===== src/rtl/pe_rs_row_sequencer.sv =====
// Row-stationary sequencer: feeds one PE 3 taps, a sliding ifmap window and psums; collects row_len-2 results.
// Latency: one PE calculation (start + 5 cycles) per output, plus one cycle per handshake step.
// Backpressure: inputs stall the FSM indefinitely; a full output buffer holds off the next pe_start_o.
module pe_rs_row_sequencer #(
    parameter int MAX_ROW_LEN = 32,
    parameter int CNT_W       = 6,
    parameter int WAIT_MAX    = 15
) (
    input  logic             clk_i,
    input  logic             rstn_i,
    input  logic             go_i,
    input  logic [CNT_W-1:0] row_len_i,
    output logic             busy_o,
    output logic             done_o,
    output logic             err_o,
    input  logic             filt_valid_i,
    output logic             filt_ready_o,
    input  logic [7:0]       filt_data_i,
    input  logic             ifmap_valid_i,
    output logic             ifmap_ready_o,
    input  logic [7:0]       ifmap_data_i,
    input  logic             psum_in_valid_i,
    output logic             psum_in_ready_o,
    input  logic [9:0]       psum_in_data_i,
    output logic [7:0]       pe_filter_o,
    output logic [7:0]       pe_ifmap_o,
    output logic             pe_read_filter_o,
    output logic             pe_read_ifmap_o,
    output logic             pe_mode_o,
    output logic             pe_start_o,
    output logic             pe_end_os_o,
    output logic [9:0]       pe_psum_o,
    input  logic [9:0]       pe_psum_i,
    input  logic             pe_psum_valid_i,
    output logic             out_valid_o,
    input  logic             out_ready_i,
    output logic [9:0]       out_data_o
);
    localparam int WD_W = $clog2(WAIT_MAX + 1);
    localparam logic [CNT_W-1:0] MAX_LEN = CNT_W'(MAX_ROW_LEN);

    localparam logic [3:0] S_IDLE     = 4'd0;
    localparam logic [3:0] S_LOAD_FILT = 4'd1;
    localparam logic [3:0] S_PRIME    = 4'd2;
    localparam logic [3:0] S_GET_PSUM = 4'd3;
    localparam logic [3:0] S_HOLD     = 4'd4;
    localparam logic [3:0] S_START    = 4'd5;
    localparam logic [3:0] S_WAIT     = 4'd6;
    localparam logic [3:0] S_SLIDE    = 4'd7;
    localparam logic [3:0] S_FINISH   = 4'd8;

    logic [3:0]       state;
    logic [CNT_W-1:0] row_len;
    logic [CNT_W-1:0] pix_cnt;
    logic [CNT_W-1:0] out_cnt;
    logic [1:0]       tap_cnt;
    logic [WD_W-1:0]  wd_cnt;
    logic [9:0]       psum_lat;
    logic [9:0]       obuf_dat;
    logic             obuf_vld;
    logic             done_q;
    logic             err_q;

    logic filt_xfer;
    logic ifmap_xfer;
    logic psum_xfer;
    logic len_bad;
    logic last_out;
    logic wd_expire;

    assign filt_ready_o    = (state == S_LOAD_FILT);
    assign ifmap_ready_o   = (state == S_PRIME) || (state == S_SLIDE);
    assign psum_in_ready_o = (state == S_GET_PSUM);

    assign filt_xfer  = filt_valid_i && filt_ready_o;
    assign ifmap_xfer = ifmap_valid_i && ifmap_ready_o;
    assign psum_xfer  = psum_in_valid_i && psum_in_ready_o;

    // Data is only forwarded while its stream can transfer, so the PE bus idles at zero.
    assign pe_filter_o      = filt_ready_o ? filt_data_i : 8'd0;
    assign pe_ifmap_o       = ifmap_ready_o ? ifmap_data_i : 8'd0;
    assign pe_read_filter_o = filt_xfer;
    assign pe_read_ifmap_o  = ifmap_xfer;
    assign pe_mode_o        = 1'b1;
    assign pe_end_os_o      = 1'b0;
    assign pe_start_o       = (state == S_START);
    assign pe_psum_o        = psum_lat;

    assign busy_o      = (state != S_IDLE);
    assign done_o      = done_q;
    assign err_o       = err_q;
    assign out_valid_o = obuf_vld;
    assign out_data_o  = obuf_dat;

    assign len_bad   = (row_len_i < CNT_W'(3)) || (row_len_i > MAX_LEN);
    assign last_out  = ((out_cnt + CNT_W'(1)) == (row_len - CNT_W'(2)));
    // wd_cnt counts cycles since the start pulse, so expiry lands exactly WAIT_MAX cycles later.
    assign wd_expire = ((wd_cnt + WD_W'(1)) == WD_W'(WAIT_MAX));

    always_ff @(posedge clk_i or negedge rstn_i) begin
        if (!rstn_i) begin
            state    <= S_IDLE;
            row_len  <= '0;
            pix_cnt  <= '0;
            out_cnt  <= '0;
            tap_cnt  <= '0;
            wd_cnt   <= '0;
            psum_lat <= '0;
            obuf_dat <= '0;
            obuf_vld <= 1'b0;
            done_q   <= 1'b0;
            err_q    <= 1'b0;
        end else begin
            done_q <= 1'b0;
            err_q  <= 1'b0;
            if (obuf_vld && out_ready_i) begin
                obuf_vld <= 1'b0;
            end
            case (state)
                S_IDLE: begin
                    if (go_i) begin
                        if (len_bad) begin
                            done_q <= 1'b1;
                            err_q  <= 1'b1;
                        end else begin
                            row_len <= row_len_i;
                            tap_cnt <= '0;
                            pix_cnt <= '0;
                            out_cnt <= '0;
                            state   <= S_LOAD_FILT;
                        end
                    end
                end
                S_LOAD_FILT: begin
                    if (filt_xfer) begin
                        tap_cnt <= tap_cnt + 2'd1;
                        if (tap_cnt == 2'd2) begin
                            state <= S_PRIME;
                        end
                    end
                end
                S_PRIME: begin
                    if (ifmap_xfer) begin
                        pix_cnt <= pix_cnt + CNT_W'(1);
                        if (pix_cnt == CNT_W'(2)) begin
                            state <= S_GET_PSUM;
                        end
                    end
                end
                S_GET_PSUM: begin
                    if (psum_xfer) begin
                        psum_lat <= psum_in_data_i;
                        state    <= obuf_vld ? S_HOLD : S_START;
                    end
                end
                S_HOLD: begin
                    if (!obuf_vld) begin
                        state <= S_START;
                    end
                end
                S_START: begin
                    wd_cnt <= WD_W'(1);
                    state  <= S_WAIT;
                end
                S_WAIT: begin
                    if (pe_psum_valid_i) begin
                        obuf_vld <= 1'b1;
                        obuf_dat <= pe_psum_i;
                        out_cnt  <= out_cnt + CNT_W'(1);
                        state    <= last_out ? S_FINISH : S_SLIDE;
                    end else if (wd_expire) begin
                        done_q <= 1'b1;
                        err_q  <= 1'b1;
                        state  <= S_IDLE;
                    end else begin
                        wd_cnt <= wd_cnt + WD_W'(1);
                    end
                end
                S_SLIDE: begin
                    if (ifmap_xfer) begin
                        pix_cnt <= pix_cnt + CNT_W'(1);
                        state   <= S_GET_PSUM;
                    end
                end
                S_FINISH: begin
                    if (!obuf_vld) begin
                        done_q <= 1'b1;
                        state  <= S_IDLE;
                    end
                end
                default: state <= S_IDLE;
            endcase
        end
    end
endmodule


===== config.mk =====
export PLATFORM = sky130hd
export DESIGN_NAME = pe_rs_row_sequencer
export DESIGN_NICKNAME = d
export VERILOG_FILES = /design/src/rtl/pe_rs_row_sequencer.sv
export SDC_FILE = /design/constraint.sdc
export NUM_CORES = 1
export LEC_CHECK = 0
export ABC_AREA = 1
export BUFFER_PORTS_ARGS = -buffer_cell sky130_fd_sc_hd__buf_2
export CAP_MARGIN = 20
export CORE_AREA = 2 2 103 105
export DETAILED_ROUTE_END_ITERATION = 8
export DIE_AREA = 0 0 105 107
export SLEW_MARGIN = 10
export SYNTH_ARGS = -nofsm -noshare
export SYNTH_HDL_FRONTEND = slang
export SYNTH_SLANG_ARGS = --single-unit

===== constraint.sdc =====
create_clock -name clk_i -period 2 [get_ports clk_i]
set_clock_uncertainty 0.2 [all_clocks]
set_input_delay 0.6 -clock clk_i [delete_from_list [all_inputs] [get_ports clk_i]]
set_output_delay 0.6 -clock clk_i [all_outputs]
set_load 0.005 [all_outputs]

==> reports/summary.txt, run 1 <==
Outcome = complete, but fails checks
Failing checks = negative setup slack
Clock buffer count from CTS = 5
Post-Synth Simple-Gate Area = 0.285
P_leak = 2.26 nW
Final setup margin = -0.318 ns
Die width = 105 µm
Crit end category = primary output
Die area = 0.0112 mm²
Compound-Gate Fraction of Synth Area = 0.0780
Initial Util = 0.286
Maximum VDD drop = 0.518 mV
Layout cell share with drive strength beyond 1 = 0.448
Final Cycle Share = 1.16
Hold crit path type = primary input to async pin
DP Worst Slack = -0.0880 ns
Avg WL per Cell = 11.7 µm
Gr usage total = 0.132
Final core utilization = 0.413
Mapped Nets = 426
Fill cells = 1006
Cell area after placement = 0.00366 mm²
Grt total ovfl = 0
Critical path fanouts, max = 9
Vias in the first global route = 2715
CTS tree = yes
Setup TNS = -6.24 ns
Slowest cell on crit path = dfrtp_1
R2R Setup Slk = -0.02 ns
WP data required = 1.20 ns
Maximum clock rate = 0.431 GHz
Most common cell in the netlist = nand2_1
Hold Violations, Final = 0
Cts hold-fix bufs = 0
DRT iter0 DRCs = 103
Top Ports = 98
Post-synth EDFFs = 0
CTS H-Tree Depth = 2
CTS Root Cell = clkbuf_8
Initial antenna violation count = 0
Post-synthesis mux area share = 0.0390
Cell area after synthesis = 0.00289 mm²
Multi-input logic area = 0.00148 mm²
Sequential Area = 0.00128 mm²
Worst R2R Start = state[2]$_DFFE_PN0P_
Unrepaired setup endpoints after global routing = true
Design Area, Final = 0.00417 mm²
HPWL after DPL = 5540 µm
Layout Nets = 563
Drt pass-1 iters = 4
Worst Reg-to-Reg Cells = 12
First-pass GRT wire length = 12100 µm
Worst-path cell chain = inv_2 > nor2_4 > inv_2 > o21ai_4 > inv_4 > nor2_1 > buf_2
Via-to-Cell Ratio = 4.28
Count of cell types in the netlist = 32
Area leader, netlist = dfrtp_1
Post-Syn Area per Cell = 7.83 µm²
Dpl cells = 613
Slew Limit Fails = 0
Post-synth top area share = 0.442
Port Buffers = 95
Largest family of logic cells by synthesized area = simple AND/OR/NAND/NOR gates
Cells after Synth = 369
Final wirelength = 7530 µm
Slowest stage delay, CP = 0.44 ns
Layout Area Growth over Synthesis = 44.5%
Largest net degree at the start of global routing = 52
Pwr Total = 5.26 mW
Most used cell, CP = inv_2
Via count = 2759
Gpl congestion = 0.780
Worst-path clk slew = 0.10 ns
Xor/xnor share of the synthesized area = 0.0182
Drc violations = 0
CTS Sinks = 51
# setup viols final = 29
Hold Slack = 0.0581 ns
CP Class = flop to primary output
Reg2Reg Capture Point = out_cnt[4]$_DFFE_PN0P_
Warnings, synthesis = 0
Post-synthesis sequential area ratio = 0.442
Dominant synthesized flop cell = dfrtp_1
Post-Layout Cell Count = 644
Chip Height = 107 µm
Startpoint Class = flop
Synth cell count leaders = nand2_1 (95), inv_1 (60), dfrtp_1 (51)
Max-cap viol count = 0
Tmin final = 2.32 ns
Skew-Pair Late Insertion Delay = 0.31 ns
Routed Antenna Nets = 0
Cell Rows = 37
Worst EP arrival = 1.52 ns
PD cells = 1260 mW/mm²
Max clock buf depth = 2
Synth area leaders = dfrtp_1 (44%), nand2_1 (12%), inv_1 (7.8%)
Synth Register Bits = 51
FFs w/ async S/R, synth = 1.00
Post-Synth Adder-Cell Area = 0.0303
Core Box Area = 0.0101 mm²
## routing by layer
| metal | track usage | up-vias | share of wire |
|---|---|---|---|
| met5 | 0 | - | 0 |
| met4 | 0.0410 | 0 | 0.012 |
| met3 | 0.0261 | 8 | 0.034 |
| met2 | 0.240 | 51 | 0.53 |
| met1 | 0.157 | 1287 | 0.43 |
| li1 | - | 1413 | - |
## repair_timing
item / in CTS / in global routing
setup endpoints to repair: 27 / 49
pin swaps: 7 / 19
cloned: 0 / 1
setup buffers: 14 / 7
resized for setup: 15 / 57
## worst max path at each step
stage / from / to / slack (ns) / cells past startpoint
after floorplan: state[3]$_DFFE_PN0P_ / pe_ifmap_o[0] / 0.02 / 6
after global placement: state[3]$_DFFE_PN0P_ / pe_ifmap_o[5] / -0.07 / 6
after detailed placement: row_len_i[3] / out_cnt[5]$_DFFE_PN0P_ / -0.09 / 10
after CTS: state[3]$_DFFE_PN0P_ / pe_read_filter_o / -0.34 / 8
after global routing: state[2]$_DFFE_PN0P_ / pe_ifmap_o[4] / -0.41 / 7
final: state[2]$_DFFE_PN0P_ / pe_ifmap_o[4] / -0.32 / 7
## worst max-delay path: cells and delay by family (launching register included)
family                 cells  cell delay [ns]
AND/OR/NAND/NOR            2             0.22
buffers and inverters      4             0.35
AO/OA/AOI/OAI              1             0.20
flip-flops                 1             0.44
## area by class of cell
| type | count | share of cell area |
|---|---|---|
| Clock inverter | 3 | 0.0111 |
| Timing Repair Buffer | 137 | 0.203 |
| Tap cell | 136 | 0.0408 |
| Inverter | 70 | 0.0672 |
| Multi-Input combinational cell | 241 | 0.354 |
| Sequential cell | 51 | 0.306 |
| Antenna cell | 1 | 0.000600 |
| Clock buffer | 5 | 0.0165 |
## report_power, final
group / internal [mW] / switching (mW)
sequential: 1.40 / 0.276
combinational: 1.36 / 1.48
clock: 0.377 / 0.375
total: 3.13 / 2.13
## kinds of logic after synthesis
family / after synthesis
fa+ha+maj: 7
mux: 10
flops: 51
other cells: 2
xor+xnor: 6
buf+inv: 77
compound gates: 38
simple gates: 178
## state kept, by name (all words and copies together) (netlist names)
| register | count |
|---|---|
| out_cnt | 6 |
| out_data_o | 10 |
| done_o | 1 |
| wd_cnt | 4 |
| pe_psum_o | 10 |
| err_o | 1 |
| out_valid_o | 1 |
| tap_cnt | 2 |
| row_len | 6 |
| state | 4 |
| pix_cnt | 6 |
## layout by cell type (no fill, tap or decap), types with 10 or more instances in the layout
| cell type | count |
|---|---|
| buf_2 | 92 |
| buf_4 | 34 |
| buf_6 | 10 |
| dfrtp_1 | 49 |
| inv_1 | 54 |
| inv_2 | 11 |
| mux2_2 | 10 |
| nand2_1 | 88 |
| nand2_2 | 11 |
| nand3_1 | 24 |
| nor2_1 | 16 |
| nor2_2 | 10 |
| nor2_4 | 10 |
| o21ai_0 | 18 |
No activity file was read; power rests on OpenSTA's default activity.
==> inputs of run 2 (changes only) <==
--- a/config.mk
+++ b/config.mk
@@ -8,9 +8,10 @@
 export ABC_AREA = 1
 export BUFFER_PORTS_ARGS = -buffer_cell sky130_fd_sc_hd__buf_2
 export CAP_MARGIN = 20
-export CORE_AREA = 2 2 103 105
+export CORE_AREA = 3 3 104 106
 export DETAILED_ROUTE_END_ITERATION = 8
-export DIE_AREA = 0 0 105 107
+export DIE_AREA = 0 0 107 109
+export SKIP_LAST_GASP = 1
 export SLEW_MARGIN = 10
 export SYNTH_ARGS = -nofsm -noshare
 export SYNTH_HDL_FRONTEND = slang
==> reports/summary.txt, run 2 (same netlist as run 1, synthesis figures left out) <==
Failing checks = negative setup slack
Chip Height = 109 µm (+1.9%)
Sequential power share = 0.322 (+0.004)
Fill cells = 980 (-2.6%)
Outcome = complete, but fails checks
Largest net degree at the start of global routing = 21 (-60%)
Pwr Total = 5.17 mW (-1.9%)
CTS tree = yes
Max-cap viol count = 0 (unchanged)
Startpoint Class = flop
Sw frac = 0.401 (-0.00390)
Skew-Pair Late Insertion Delay = 0.31 ns (about the same)
Tmin final = 2.30 ns (-0.0144 ns)
Gpl congestion = 0.822 (+5.3%)
PD cells = 1250 mW/mm² (-0.99%)
Crit end category = primary output
Internal power = 3.09 mW (-1.2%)
Cell Rows = 36 (-2.7%)
Worst-path clk slew = 0.10 ns (about the same)
Max clock buf depth = 2 (unchanged)
Hold crit path type = primary input to async pin
Commonest non-fill, non-tap cell in the layout = buf_2
Comb power frac = 0.541 (+0.002)
Worst-path cell chain = nor2_4 > nand3_2 > o21ai_4 > inv_4 > nor2_1 > buf_2
Drc violations = 0 (unchanged)
Net Switching = 2.07 mW (-2.8%)
WP data required = 1.20 ns (about the same)
Via-to-Cell Ratio = 4.37 (+2.0%)
Grt total ovfl = 0 (unchanged)
Core Box Area = 0.00986 mm² (-2.3%)
CTS Sinks = 51 (unchanged)
Unrepaired setup endpoints after global routing = true
# setup viols final = 23 (-21%)
Port Buffers = 95 (unchanged)
Via count = 2792 (+1.2%)
CTS Root Cell = clkbuf_8
Avg WL per Cell = 11.8 µm (+0.55%)
HPWL after DPL = 5700 µm (+2.8%)
Layout cell share with drive strength beyond 1 = 0.423 (-0.0248)
Post-Layout Cell Count = 639 (-0.78%)
Hold Violations, Final = 0 (unchanged)
Top Ports = 98 (unchanged)
Final Cycle Share = 1.15 (-0.00719)
Most frequent cells in the layout = buf_2 (92), nand2_1 (90), inv_1 (55), dfrtp_1 (49), buf_4 (35)
DRT iter0 DRCs = 75 (-27%)
P_leak = 2.25 nW (-0.43%)
Slowest stage delay, CP = 0.44 ns (about the same)
Dpl cells = 611 (-0.33%)
Clock buffer count from CTS = 5 (unchanged)
CP Class = flop to primary output
Cell area after placement = 0.00367 mm² (+0.44%)
Worst EP arrival = 1.50 ns (-0.02 ns)
Antenna fix cells = 0 (-1)
Slew Limit Fails = 0 (unchanged)
Maximum VDD drop = 0.476 mV (-8.0%)
Design Area, Final = 0.00414 mm² (-0.87%)
Initial Util = 0.293 (+0.00661)
Drt pass-1 iters = 4 (unchanged)
Maximum clock rate = 0.434 GHz (+0.62%)
Layout Nets = 563 (unchanged)
First-pass GRT wire length = 11900 µm (-1.4%)
Critical path fanouts, max = 9 (unchanged)
Final wirelength = 7510 µm (-0.23%)
Layout Area Growth over Synthesis = 43.2%
Slowest cell on crit path = dfrtp_1
Die area = 0.0117 mm² (+3.8%)
Routed Antenna Nets = 0 (unchanged)
Die width = 107 µm (+1.9%)
Gr usage total = 0.126 (-0.00670)
Vias in the first global route = 2708 (-0.26%)
Initial antenna violation count = 0 (unchanged)
Final setup margin = -0.304 ns (+0.0144 ns)
Clock share of power = 0.137 (-0.006)
CTS H-Tree Depth = 2 (unchanged)
## run 2: layout make-up
| cell class | instances | area (µm²) | area share |
|---|---|---|---|
| multi-input cells | 241 | 1460 | 0.353 |
| flip-flops and latches | 51 | 1280 | 0.309 |
| well taps | 133 | 166 | 0.0402 |
| repair buffers | 137 | 857 | 0.207 |
| inverters | 70 | 273 | 0.0659 |
| clock inverters | 1 | 30.0 | 0.00726 |
| clock buffers | 6 | 72.6 | 0.0175 |
## run 2: power by group through the flow
stage | Clock, mW | Sequential [mW] | Combinational, mW
6_report | 0.709 | 1.66 | 2.79
3_3_place_gp | 0 | 1.65 | 2.22
3_5_place_dp | 0 | 1.66 | 2.28
5_1_grt | 0.772 | 1.71 | 3.12
2_1_floorplan | 0 | 1.65 | 1.39
4_1_cts | 0.736 | 1.65 | 2.49
## run 2: final timing paths
check | from | endpoint | slack, ns | depth (start not counted)
setup / recovery | state[2]$_DFFE_PN0P_ | pe_ifmap_o[7] | -0.30 | 6
hold / removal | rstn_i | out_cnt[4]$_DFFE_PN0P_ | 0.002 | 1
setup reg to reg | state[2]$_DFFE_PN0P_ | state[0]$_DFFE_PN0P_ | 0.02 | 14
hold reg to reg | out_data_o[7]$_DFFE_PN0P_ | out_data_o[7]$_DFFE_PN0P_ | 0.28 | 2
max in group asynchronous | rstn_i | state[3]$_DFFE_PN0P_ | 1.14 | 2
min in group clk_i | out_data_o[7]$_DFFE_PN0P_ | out_data_o[7]$_DFFE_PN0P_ | 0.28 | 2
## run 2: worst max-delay path: cells and delay by family (launching register included)
kind	cells	cell delay (ns)
AOI/OAI and AO/OA	1	0.12
buffers and inverters	2	0.20
DFF	1	0.44
and+or+nand+nor	3	0.43
## run 2: through the flow
stage                     setup slack, ns  hold slack [ns]  setup TNS (ns)  utilization
final                              -0.304          0.00235           -6.05        0.419
after detailed placement          -0.0775            0.258          -0.768        0.372
after global placement            -0.0526            0.249          -0.388        0.372
after CTS                          -0.297           0.0199           -4.85        0.396
after global routing               -0.432           0.0161           -8.78        0.419
after floorplan                    0.0180            0.104               0            -
## run 2: what timing repair did
action	4_1_cts	5_1_grt
hold buffers	0	0
endpoints found under the setup margin	23	32
setup buffers	9	12
pin swaps	4	10
gates cloned	1	0
resized for setup	21	36
## run 2: metal layers
| metal | wire [µm] | global-route usage | vias to the layer above |
|---|---|---|---|
| met5 | 0 | 0 | - |
| met4 | 102 | 0.0402 | 0 |
| met3 | 354 | 0.0272 | 11 |
| met2 | 3870 | 0.220 | 73 |
| met1 | 3190 | 0.154 | 1301 |
| li1 | - | - | 1407 |
==> inputs of run 3 (changes only) <==
--- a/config.mk
+++ b/config.mk
@@ -9,6 +9,7 @@
 export BUFFER_PORTS_ARGS = -buffer_cell sky130_fd_sc_hd__buf_2
 export CAP_MARGIN = 20
 export CORE_AREA = 3 3 104 106
+export CTS_BUF_LIST = sky130_fd_sc_hd__clkbuf_2
 export DETAILED_ROUTE_END_ITERATION = 8
 export DIE_AREA = 0 0 107 109
 export SKIP_LAST_GASP = 1
==> reports/summary.txt, run 3 (same netlist as run 1, synthesis figures left out) <==
Outcome = complete, but fails checks
Failing checks = negative setup slack
Final wirelength = 7700 µm (+2.5%)
Most used cell, CP = inv_2
WHS Endpoint = out_valid_o$_DFF_PN0_
Internal power = 3.06 mW (-0.90%)
Vias in the first global route = 2793 (+3.1%)
CTS tree = yes
Hold Violations, Final = 0 (unchanged)
Clock share of power = 0.104 (-0.033)
Worst-path clk slew = 0.28 ns (+0.18 ns)
Antenna fix cells = 0 (unchanged)
Commonest non-fill, non-tap cell in the layout = buf_2
Layout Nets = 571 (+1.4%)
Fill cells = 979 (-0.10%)
CTS Sinks = 51 (unchanged)
Sw frac = 0.410 (+0.00831)
Net Switching = 2.13 mW (+2.6%)
Sequential power share = 0.319 (-0.003)
Hold Path Cell Cnt = 2
Final core utilization = 0.427 (+0.00723)
Initial antenna violation count = 0 (unchanged)
Comb power frac = 0.578 (+0.037)
Die area = 0.0117 mm² (unchanged)
Drt pass-1 iters = 4 (unchanged)
Port Buffers = 95 (unchanged)
Hold crit path type = primary input to flop
Gpl congestion = 0.822 (unchanged)
First-pass GRT wire length = 12300 µm (+3.4%)
Skew-Pair Late Insertion Delay = 0.43 ns (+0.12 ns)
Multi-input logic area = 0.00148 mm² (+1.5%)
Startpoint Class = flop
Worst R2R Start = state[3]$_DFFE_PN0P_
Hold_sp = out_ready_i
CTS H-Tree Depth = 2 (unchanged)
Routed Antenna Nets = 0 (unchanged)
Layout Area Growth over Synthesis = 45.7%
Die width = 107 µm (unchanged)
# setup viols final = 32 (+39%)
Crit end category = primary output
Slowest cell on crit path = dfrtp_1
Max-cap viol count = 0 (unchanged)
Worst EP arrival = 1.68 ns (+0.18 ns)
Via count = 2836 (+1.6%)
Top Ports = 98 (unchanged)
Largest net degree at the start of global routing = 21 (unchanged)
Clock buffer count from CTS = 5 (unchanged)
Critical path fanouts, max = 9 (unchanged)
DRT iter0 DRCs = 83 (+11%)
Max clock buf depth = 2 (unchanged)
Maximum VDD drop = 0.459 mV (-3.6%)
Most frequent cells in the layout = buf_2 (92), nand2_1 (90), inv_1 (55), dfrtp_1 (49), buf_4 (36)
P_leak = 2.29 nW (+1.8%)
Cell Rows = 36 (unchanged)
Maximum clock rate = 0.403 GHz (-7.2%)
Final Cycle Share = 1.24 (+0.0897)
Layout cell share with drive strength beyond 1 = 0.442 (+0.0187)
WP data required = 1.20 ns (about the same)
Setup TNS = -10.11 ns (-4.07 ns)
Reg2Reg Capture Point = out_cnt[3]$_DFFE_PN0P_
Core Box Area = 0.00986 mm² (unchanged)
Chip Height = 109 µm (unchanged)
Sequential Area = 0.00128 mm² (unchanged)
CP Class = flop to primary output
Grt total ovfl = 0 (unchanged)
Cell area after placement = 0.00367 mm² (unchanged)
Worst-path cell chain = inv_2 > nor2_4 > inv_2 > o21ai_4 > inv_4 > nor2_1 > buf_2
CTS Root Cell = clkbuf_2
R2R Setup Slk = -0.05 ns (-0.07 ns)
Slew Limit Fails = 0 (unchanged)
PD cells = 1230 mW/mm² (-1.2%)
Via-to-Cell Ratio = 4.38 (+0.32%)
Gr usage total = 0.130 (+0.00416)
Pwr Total = 5.19 mW (+0.50%)
Initial Util = 0.293 (unchanged)
Drc violations = 0 (unchanged)
Worst Reg-to-Reg Cells = 12 (-2)
Slowest stage delay, CP = 0.50 ns (+0.06 ns)
Tmin final = 2.48 ns (+0.179 ns)
Unrepaired setup endpoints after global routing = true
Design Area, Final = 0.00421 mm² (+1.7%)
HPWL after DPL = 5700 µm (unchanged)
Final setup margin = -0.484 ns (-0.179 ns)
Avg WL per Cell = 11.9 µm (+1.2%)
[run 3: changes by cell type in the layout (fill, tap and decap cells not counted), moves of 2 or more]
cell      previous run  this run
buf_6                7        13
clkbuf_2             0         6
clkbuf_8             5         0
inv_6                0         2
o22ai_1              5         3
o22ai_2              0         2
[run 3: how the worst max path moves through the flow]
stage	start	end	slack, ns	depth (start not counted)
3_5_place_dp	state[2]$_DFFE_PN0P_	pe_ifmap_o[5]	-0.08	6
5_1_grt	state[2]$_DFFE_PN0P_	pe_ifmap_o[6]	-0.65	7
3_3_place_gp	state[2]$_DFFE_PN0P_	pe_ifmap_o[0]	-0.05	6
2_1_floorplan	state[3]$_DFFE_PN0P_	pe_ifmap_o[0]	0.02	6
4_1_cts	state[2]$_DFFE_PN0P_	pe_ifmap_o[5]	-0.50	7
6_report	state[2]$_DFFE_PN0P_	pe_ifmap_o[7]	-0.48	7
[run 3: critical path: cells and delay by family, from the launching register on]
family | cells | cell delay, ns
AOI/OAI and AO/OA | 1 | 0.19
DFF | 1 | 0.50
and+or+nand+nor | 2 | 0.22
buffers and inverters | 4 | 0.35
[run 3: timing repair]
action / in CTS / in global routing
buffers inserted: 21 / 10
endpoints found under the setup margin: 23 / 48
pin swaps: 8 / 18
hold buffers: 1 / 0
cloned: 1 / 0
resized for setup: 27 / 47
hold endpoints to repair: 12 / 0
[run 3: stage by stage]
| stage | worst slack (ns) | std cells | hold WS (ns) |
|---|---|---|---|
| after floorplan | 0.0180 | 369 | 0.104 |
| after global placement | -0.0526 | 611 | 0.249 |
| after detailed placement | -0.0775 | 611 | 0.258 |
| after CTS | -0.501 | 640 | 0.115 |
| after global routing | -0.650 | 647 | 0.0960 |
| final | -0.484 | 647 | 0.143 |
[run 3: power groups by stage]
| stage | sequential, mW | combinational (mW) | clock [mW] |
|---|---|---|---|
| finish | 1.65 | 3.00 | 0.538 |
| global route | 1.70 | 3.33 | 0.602 |
| CTS | 1.64 | 2.70 | 0.565 |
| detailed placement | 1.66 | 2.28 | 0 |
| global placement | 1.65 | 2.22 | 0 |
| floorplan | 1.65 | 1.39 | 0 |
[run 3: layout make-up]
type | instances | area share
Clock buffer | 6 | 0.00714
Sequential cell | 51 | 0.304
Tap cell | 133 | 0.0395
Inverter | 70 | 0.0666
Clock inverter | 1 | 0.00714
Timing Repair Buffer | 145 | 0.224
Multi-Input combinational cell | 241 | 0.352
[run 3: layer usage]
metal,GRT usage,wire length (µm),up-vias
met3,0.0261,344,8
met1,0.160,3270,1339
met5,0,0,-
met4,0.0402,82,0
met2,0.228,4000,69
li1,-,-,1420
